**src/rtl/src_multicycle_cpu_if.sv**
```systemverilog
// rtl/src_multicycle_cpu_if.sv - memory bus between the multicycle CPU and its word memory
interface src_multicycle_cpu_if #(
  parameter int DATA_W = 32,
  parameter int ADDR_W = 16
);
  logic [ADDR_W-1:0] mem_addr;
  logic [DATA_W-1:0] mem_rdata;
  logic [DATA_W-1:0] mem_wdata;
  logic              mem_read;
  logic              mem_write;
  logic              mem_ready;

  modport master (
    output mem_addr, mem_wdata, mem_read, mem_write,
    input  mem_rdata, mem_ready
  );

  modport slave (
    input  mem_addr, mem_wdata, mem_read, mem_write,
    output mem_rdata, mem_ready
  );
endinterface

```
**src/rtl/src_multicycle_cpu.sv**
```systemverilog
// rtl/src_multicycle_cpu.sv - multicycle CPU: FETCH/DECODE/EXEC/MEM/WB/HALT over a ready-handshaked memory
module src_multicycle_cpu #(
  parameter int DATA_W = 32,
  parameter int ADDR_W = 16,
  parameter int NREGS  = 32
) (
  input  logic                  clk,
  input  logic                  reset,
  src_multicycle_cpu_if.master  mem,
  input  logic [4:0]            reg_select,
  output logic [DATA_W-1:0]     reg_value,
  output logic                  halted,
  output logic                  illegal,
  output logic [31:0]           retired
);
  localparam int RI_W = (NREGS > 1) ? $clog2(NREGS) : 1;

  localparam logic [4:0] OP_NOP  = 5'd0;
  localparam logic [4:0] OP_LD   = 5'd1;
  localparam logic [4:0] OP_ST   = 5'd3;
  localparam logic [4:0] OP_LA   = 5'd5;
  localparam logic [4:0] OP_BR   = 5'd8;
  localparam logic [4:0] OP_ADD  = 5'd12;
  localparam logic [4:0] OP_ADDI = 5'd13;
  localparam logic [4:0] OP_SUB  = 5'd14;
  localparam logic [4:0] OP_AND  = 5'd20;
  localparam logic [4:0] OP_OR   = 5'd22;
  localparam logic [4:0] OP_STOP = 5'd31;

  typedef enum logic [2:0] {FETCH, DECODE, EXEC, MEM, WB, HALT} state_t;

  state_t            state_q, state_d;
  logic [DATA_W-1:0] pc_q, a_q, b_q, c_q, md_q;
  logic [31:0]       ir_q, retired_q;
  logic              illegal_q;
  logic [DATA_W-1:0] regs_q [NREGS];

  logic [4:0]        opcode, rb_f;
  logic [RI_W-1:0]   ra, rb, rc;
  logic [DATA_W-1:0] c2, base, alu_c;
  logic [2:0]        cond;
  logic              br_take, op_illegal;
  logic              rd_c, wr_c;
  logic [ADDR_W-1:0] addr_c;
  logic [DATA_W-1:0] wdata_c;

  assign opcode = ir_q[31:27];
  assign rb_f   = ir_q[21:17];
  assign ra     = ir_q[22 +: RI_W];
  assign rb     = ir_q[17 +: RI_W];
  assign rc     = ir_q[12 +: RI_W];
  assign c2     = {{(DATA_W-17){ir_q[16]}}, ir_q[16:0]};
  assign cond   = ir_q[2:0];

  always_comb begin
    base    = (rb_f == 5'd0) ? '0 : a_q;
    alu_c   = '0;
    br_take = 1'b0;
    case (opcode)
      OP_LD, OP_ST, OP_LA: alu_c = base + c2;
      OP_ADD:              alu_c = a_q + b_q;
      OP_ADDI:             alu_c = a_q + c2;
      OP_SUB:              alu_c = a_q - b_q;
      OP_AND:              alu_c = a_q & b_q;
      OP_OR:               alu_c = a_q | b_q;
      default:             alu_c = '0;
    endcase
    case (cond)
      3'd1:    br_take = 1'b1;
      3'd2:    br_take = (b_q == '0);
      3'd3:    br_take = (b_q != '0);
      3'd4:    br_take = ~b_q[DATA_W-1];
      3'd5:    br_take = b_q[DATA_W-1];
      default: br_take = 1'b0;
    endcase
  end

  always_comb begin
    state_d    = state_q;
    op_illegal = 1'b0;
    rd_c       = 1'b0;
    wr_c       = 1'b0;
    addr_c     = '0;
    wdata_c    = '0;
    case (state_q)
      FETCH: begin
        rd_c   = 1'b1;
        addr_c = pc_q[ADDR_W-1:0];
        if (mem.mem_ready) state_d = DECODE;
      end
      DECODE: state_d = EXEC;
      EXEC: begin
        case (opcode)
          OP_LD, OP_ST:                                 state_d = MEM;
          OP_LA, OP_ADD, OP_ADDI, OP_SUB, OP_AND, OP_OR: state_d = WB;
          OP_BR, OP_NOP:                                state_d = FETCH;
          OP_STOP:                                      state_d = HALT;
          default: begin
            state_d    = HALT;
            op_illegal = 1'b1;
          end
        endcase
      end
      MEM: begin
        addr_c = c_q[ADDR_W-1:0];
        if (opcode == OP_LD) begin
          rd_c = 1'b1;
        end else begin
          wr_c    = 1'b1;
          wdata_c = regs_q[ra];
        end
        if (mem.mem_ready) state_d = (opcode == OP_LD) ? WB : FETCH;
      end
      WB:      state_d = FETCH;
      HALT:    state_d = HALT;
      default: state_d = FETCH;
    endcase
    // Reset wins immediately so an in-flight access is abandoned this cycle.
    if (reset) begin
      rd_c = 1'b0;
      wr_c = 1'b0;
    end
  end

  always_ff @(posedge clk) begin
    if (reset) begin
      state_q   <= FETCH;
      pc_q      <= '0;
      ir_q      <= '0;
      a_q       <= '0;
      b_q       <= '0;
      c_q       <= '0;
      md_q      <= '0;
      illegal_q <= 1'b0;
      retired_q <= '0;
      for (int i = 0; i < NREGS; i++) regs_q[i] <= '0;
    end else begin
      state_q <= state_d;
      case (state_q)
        FETCH: if (mem.mem_ready) begin
          ir_q <= mem.mem_rdata[31:0];
          pc_q <= pc_q + DATA_W'(1);
        end
        DECODE: begin
          a_q <= regs_q[rb];
          b_q <= regs_q[rc];
        end
        EXEC: begin
          c_q <= alu_c;
          if (opcode == OP_BR && br_take) pc_q <= a_q;
          if (opcode == OP_BR || opcode == OP_NOP) retired_q <= retired_q + 32'd1;
          if (op_illegal) illegal_q <= 1'b1;
        end
        MEM: if (mem.mem_ready) begin
          if (opcode == OP_LD) md_q <= mem.mem_rdata;
          else                 retired_q <= retired_q + 32'd1;
        end
        WB: begin
          regs_q[ra] <= (opcode == OP_LD) ? md_q : c_q;
          retired_q  <= retired_q + 32'd1;
        end
        default: ;
      endcase
    end
  end

  assign mem.mem_read  = rd_c;
  assign mem.mem_write = wr_c;
  assign mem.mem_addr  = addr_c;
  assign mem.mem_wdata = wdata_c;
  assign reg_value     = regs_q[reg_select[RI_W-1:0]];
  assign halted        = (state_q == HALT);
  assign illegal       = illegal_q;
  assign retired       = retired_q;
endmodule

```
**src/flat_wrapper.sv**
```systemverilog
// flat-port wrapper written by rule: the top's interface ports become plain ports
module src_multicycle_cpu_flat 
#(
  parameter int DATA_W = 32,
  parameter int ADDR_W = 16,
  parameter int NREGS  = 32
)
  (clk, reset, reg_select, reg_value, halted, illegal, retired, mem_mem_addr, mem_mem_wdata, mem_mem_read, mem_mem_write, mem_mem_rdata, mem_mem_ready);
  src_multicycle_cpu_if #(.DATA_W(DATA_W), .ADDR_W(ADDR_W)) mem_i ();
  input  logic clk;
  input  logic reset;
  input  logic [4:0] reg_select;
  output logic [DATA_W-1:0] reg_value;
  output logic halted;
  output logic illegal;
  output logic [31:0] retired;
  output wire logic [$bits(mem_i.mem_addr)-1:0] mem_mem_addr;
  output wire logic [$bits(mem_i.mem_wdata)-1:0] mem_mem_wdata;
  output wire logic [$bits(mem_i.mem_read)-1:0] mem_mem_read;
  output wire logic [$bits(mem_i.mem_write)-1:0] mem_mem_write;
  input wire logic [$bits(mem_i.mem_rdata)-1:0] mem_mem_rdata;
  input wire logic [$bits(mem_i.mem_ready)-1:0] mem_mem_ready;
  assign mem_mem_addr = mem_i.mem_addr;
  assign mem_mem_wdata = mem_i.mem_wdata;
  assign mem_mem_read = mem_i.mem_read;
  assign mem_mem_write = mem_i.mem_write;
  assign mem_i.mem_rdata = mem_mem_rdata;
  assign mem_i.mem_ready = mem_mem_ready;
  src_multicycle_cpu #(.DATA_W(DATA_W), .ADDR_W(ADDR_W), .NREGS(NREGS)) u_core (.clk(clk), .reset(reset), .mem(mem_i), .reg_select(reg_select), .reg_value(reg_value), .halted(halted), .illegal(illegal), .retired(retired));
endmodule
```
**config.mk**
```make
export PLATFORM = sky130hd
export DESIGN_NAME = src_multicycle_cpu_flat
export DESIGN_NICKNAME = d
export VERILOG_FILES = /design/src/rtl/src_multicycle_cpu_if.sv /design/src/rtl/src_multicycle_cpu.sv /design/src/flat_wrapper.sv
export SDC_FILE = /design/constraint.sdc
export NUM_CORES = 2
export LEC_CHECK = 0
export BUFFER_PORTS_ARGS = -buffer_cell sky130_fd_sc_hd__buf_2
export CAP_MARGIN = 20
export CELL_PAD_IN_SITES_DETAIL_PLACEMENT = 0
export CELL_PAD_IN_SITES_GLOBAL_PLACEMENT = 1
export CORE_UTILIZATION = 50
export CTS_BUF_LIST = sky130_fd_sc_hd__clkbuf_4 sky130_fd_sc_hd__clkbuf_8 sky130_fd_sc_hd__clkbuf_16
export DETAILED_ROUTE_END_ITERATION = 10
export PLACE_DENSITY_LB_ADDON = 0.08
export SLEW_MARGIN = 20
export SYNTH_ARGS = -nofsm -noshare
export SYNTH_HDL_FRONTEND = slang
export SYNTH_SLANG_ARGS = --single-unit
```
**constraint.sdc**
```tcl
create_clock -name clk -period 10.4 [get_ports clk]
set_input_delay 0 -clock clk [delete_from_list [all_inputs] [get_ports clk]]
set_output_delay 0 -clock clk [all_outputs]
set_load 0.05 [all_outputs]
```
==> impl_metrics.toml <==
[cts]
cts_buffer_depth = 3
post_cts_resized = 0
cts_sinks = 1241
cts_tree = "yes"
path_clk_slew_ns = 0.06
numCtsBuffers = 148
clock_latency_ns = 0.82
holdBufCountCts = 70
post_cts_buffers = 0
clockRootBuffer = "clkbuf_16"
h-tree-depth = 4

[detailed_routing]
wl_per_cell_um = 40.7
ant_nets = 0
routed_via_density = 7.46
routed_wl_um = 332000
drtIter0Drc = 10000
detail_route.first_pass.iterations = 6
vias = 61000
drcViolationCount = 0

[setup_path]
r2r_start = "u_core.b_q[1]"
cp-start-kind = "register"
slowest_delay_ns = 0.54
crit_path_end_kind = "register"
r2r_slack_ns = 4.96
worst_ep_arrival_time_ns = 6.15
criticalPathCategory = "reg -> reg"
crit_buf_inv = 1
path_max_fanout = 6
worstPathRequired_ns = 11.11
slowest_stage = "a21oi_1"
r2r-end = "u_core.c_q[31]"
cp_cell_sequence = "inv_1, ha_1, nor3b_2, nand4b_2, or2_2, or3_1, nor3_1, nor2_1, o21ai_0, a221oi_1, ha_1, o21ai_0, o21bai_1, a211oi_1, o31ai_1, nor3_1, a21oi_1, a31oi_1, xnor2_1, o211ai_1, o31a_1"
critical_path.top_delay_family = "compound AO/OA/AOI/OAI gates"
r2r_cells = 21

[timing]
setup_violations = 0
hold_violations = 0
fmax_mhz = 184
tightest_slew_ns = 1.27
slew_headroom_pct = 15.1
rsz0062_at_grt = "false"
setup_tns_ns = 0
period_minus_slack_ns = 5.44
min_period_over_period_pct = 52.3
slew_viol_final = 0
fin_skew_ns = 0.0266

[flow_run]
cap_violations = 0

[global_route]
grt_usage_pct = 40.4
overflow = 0
top_usage_layer = "met2"
met1_usage_pct = 52.3
grtUsageMet2_pct = 59.5
use_met3_pct = 13.6
grt_pass1_vias = 58300
antenna_found_initial = 8
grt_max_degree = 138
grt_pass1_wl_um = 458000

[worst_hold_path]
min_delay_worst_endpoint = "u_core.md_q[15]"
hold_class = "in -> reg"
min_path_cells = 4
hold_start = "mem_mem_rdata[15]"

[logic_synthesis]
syn_avg_cell_area_um2 = 13.6
synth_ff_type = "edfxtp_1"
synth_area_um2 = 81700
synth_nets = 6100
yosys_warnings = 0
synth-edff-count = 1024
ys_seq_area_share_pct = 43.0
async_reset_ff_share_pct = 0
synth.distinct_cells = 86
synthCells = 5987
ys_ff_latch = 1241

[layout]
nFillCells = 12900
regArea_um2 = 35100
area_growth_pct = 11.3
fin_area_um2 = 90900
post-route-util_pct = 56.3
multi_input_area_um2 = 44900
layout-drive-gt1-share_pct = 33.7
num-nets-final = 6001

[place]
placed_area_um2 = 85000
place.gp.congestion = 0.901
dp_hpwl_um = 192000
port_buffers = 155

[floorplan]
ioPinCount = 156
coreArea_um2 = 161000
rows = 147
initial_core_util_pct = 50.6
dieWidth_um = 406
dieArea_um2 = 165000
die_h_um = 406

[pwr]
ir_drop_uv = 194
powerDensity_nw_per_um2 = 153
cellLeakagePower_nw = 29.1

[run_status]
status = "finished clean"
[report_power, final]
group	leakage, nW	switching [mW]	internal, mW
Clock	2.47	2.29	3.12
Combinational	14.3	1.53	1.18
Sequential	12.3	0.277	5.55
[cell usage in the layout, fill, tap and decap left out, types with 27 or more instances in the layout]
cell type,synthesis,final
buf_2,5,149
clkinv_2,0,28
a211oi_1,75,75
edfxtp_1,1024,1024
dlygate4sd3_1,0,70
o21ai_0,89,87
nor2b_1,48,48
xnor2_1,46,46
maj3_1,27,27
ha_1,71,71
nand2_1,304,274
and3_1,32,32
mux2_2,35,35
nor2_1,1280,1279
nand2b_4,0,33
buf_4,2,136
inv_1,29,28
clkbuf_16,0,151
a21oi_1,184,182
mux4_2,1280,1280
mux2i_1,131,98
nand3_1,34,31
xor2_1,48,48
a22o_1,31,31
dfxtp_1,217,201
nor3_1,41,39
[routing by layer]
metal  routed length, µm  part of all wire, %
met5                  13               0.0039
met3               46500                   14
met1              116000                   35
met4               21700                  6.5
met2              148000                   45
[logic make-up after synthesis]
kind of cell	Yosys count	synth area share (%)
muxes	1446	37.4
AOI/OAI and AO/OA	573	4.62
xor gates and xnor gates	94	1.01
and+or+nand+nor	1874	9.52
buffers and inverters	659	3.05
adders and majority gates	100	1.47
DFF	1241	43.0
[synth_stat cells, types with 7 or more instances]
library cell / n / share of area, %
nand2_1: 304 / 1.4
nor3_1: 41 / 0.25
nand4_1: 10 / 0.077
nor2b_1: 48 / 0.37
o221ai_1: 8 / 0.086
o21a_1: 7 / 0.064
or3_1: 13 / 0.10
a22oi_1: 21 / 0.19
a21oi_1: 184 / 1.1
a221oi_1: 21 / 0.23
nand3_1: 34 / 0.21
or2_2: 7 / 0.054
and2_1: 7 / 0.054
ha_1: 71 / 1.1
xnor2_1: 46 / 0.49
a211oi_1: 75 / 0.69
o21bai_1: 8 / 0.074
dfxtp_1: 217 / 5.3
buf_1: 118 / 0.54
mux2i_1: 131 / 1.6
edfxtp_1: 1024 / 38
nor2_1: 1280 / 5.9
clkbuf_1: 504 / 2.3
a21o_1: 25 / 0.23
nand2b_1: 51 / 0.39
a22o_1: 31 / 0.33
mux4_2: 1280 / 35
o21ai_0: 89 / 0.55
a31oi_1: 16 / 0.12
o31ai_1: 9 / 0.083
mux2_2: 35 / 0.48
nor3b_1: 8 / 0.074
nor4_1: 11 / 0.084
xor2_1: 48 / 0.51
a222oi_1: 11 / 0.13
maj3_1: 27 / 0.33
and3_1: 32 / 0.25
inv_1: 29 / 0.13
o22ai_1: 10 / 0.077
[worst register-to-register path, delay by kind of cell, from the launching register on]
family | cells | cell delay, ns
compound gates | 10 | 2.16
simple gates | 7 | 1.91
buf+inv | 1 | 0.09
flops | 1 | 0.33
fa+ha+maj | 2 | 0.66
xor+xnor | 1 | 0.20
[registers in the layout, summed over array words and instances, names as in the netlist, named ones only]
signal	count
u_core.md_q	32
u_core.retired	32
u_core.regs_q	1024
u_core.b_q	32
u_core.c_q	32
u_core.a_q	32
u_core.pc_q	16
u_core.ir_q	32
u_core.state_q	3
u_core.illegal	1
[layout make-up]
cell class	instances	area share, %
multi-input combinational	4087	49.4
sequential	1241	38.7
clock buffer	178	4.37
timing repair buffer	381	3.29
tap	2160	2.97
clock inverter	92	1.11
inverter	29	0.125
antenna	8	0.0220
[how the worst max path moves through the flow]
| stage | startpoint | end | slack (ns) | cells after the start |
|---|---|---|---|---|
| 6_report | u_core.b_q[1] | u_core.c_q[31] | 4.96 | 21 |
| 3_5_place_dp | u_core.b_q[0] | u_core.c_q[31] | 5.05 | 21 |
| 4_1_cts | u_core.b_q[0] | u_core.c_q[31] | 5.04 | 21 |
| 3_3_place_gp | u_core.b_q[0] | u_core.c_q[31] | 5.02 | 21 |
| 2_1_floorplan | u_core.ir_q[17] | u_core.c_q[24] | 5.79 | 18 |
| 5_1_grt | u_core.b_q[0] | u_core.c_q[31] | 4.65 | 21 |
[metrics by stage]
stage / total power [mW] / instances / hold WS, ns / worst slack (ns)
floorplan: 7.63 / 5987 / 0.136 / 5.79
global placement: 8.52 / 7814 / 0.247 / 5.02
detailed placement: 8.54 / 7817 / 0.251 / 5.05
CTS: 13.9 / 8157 / 0.000155 / 5.04
global route: 14.2 / 8168 / 0.0353 / 4.65
finish: 13.9 / 8176 / 0.0383 / 4.96
(Power assumes the default switching activity.)
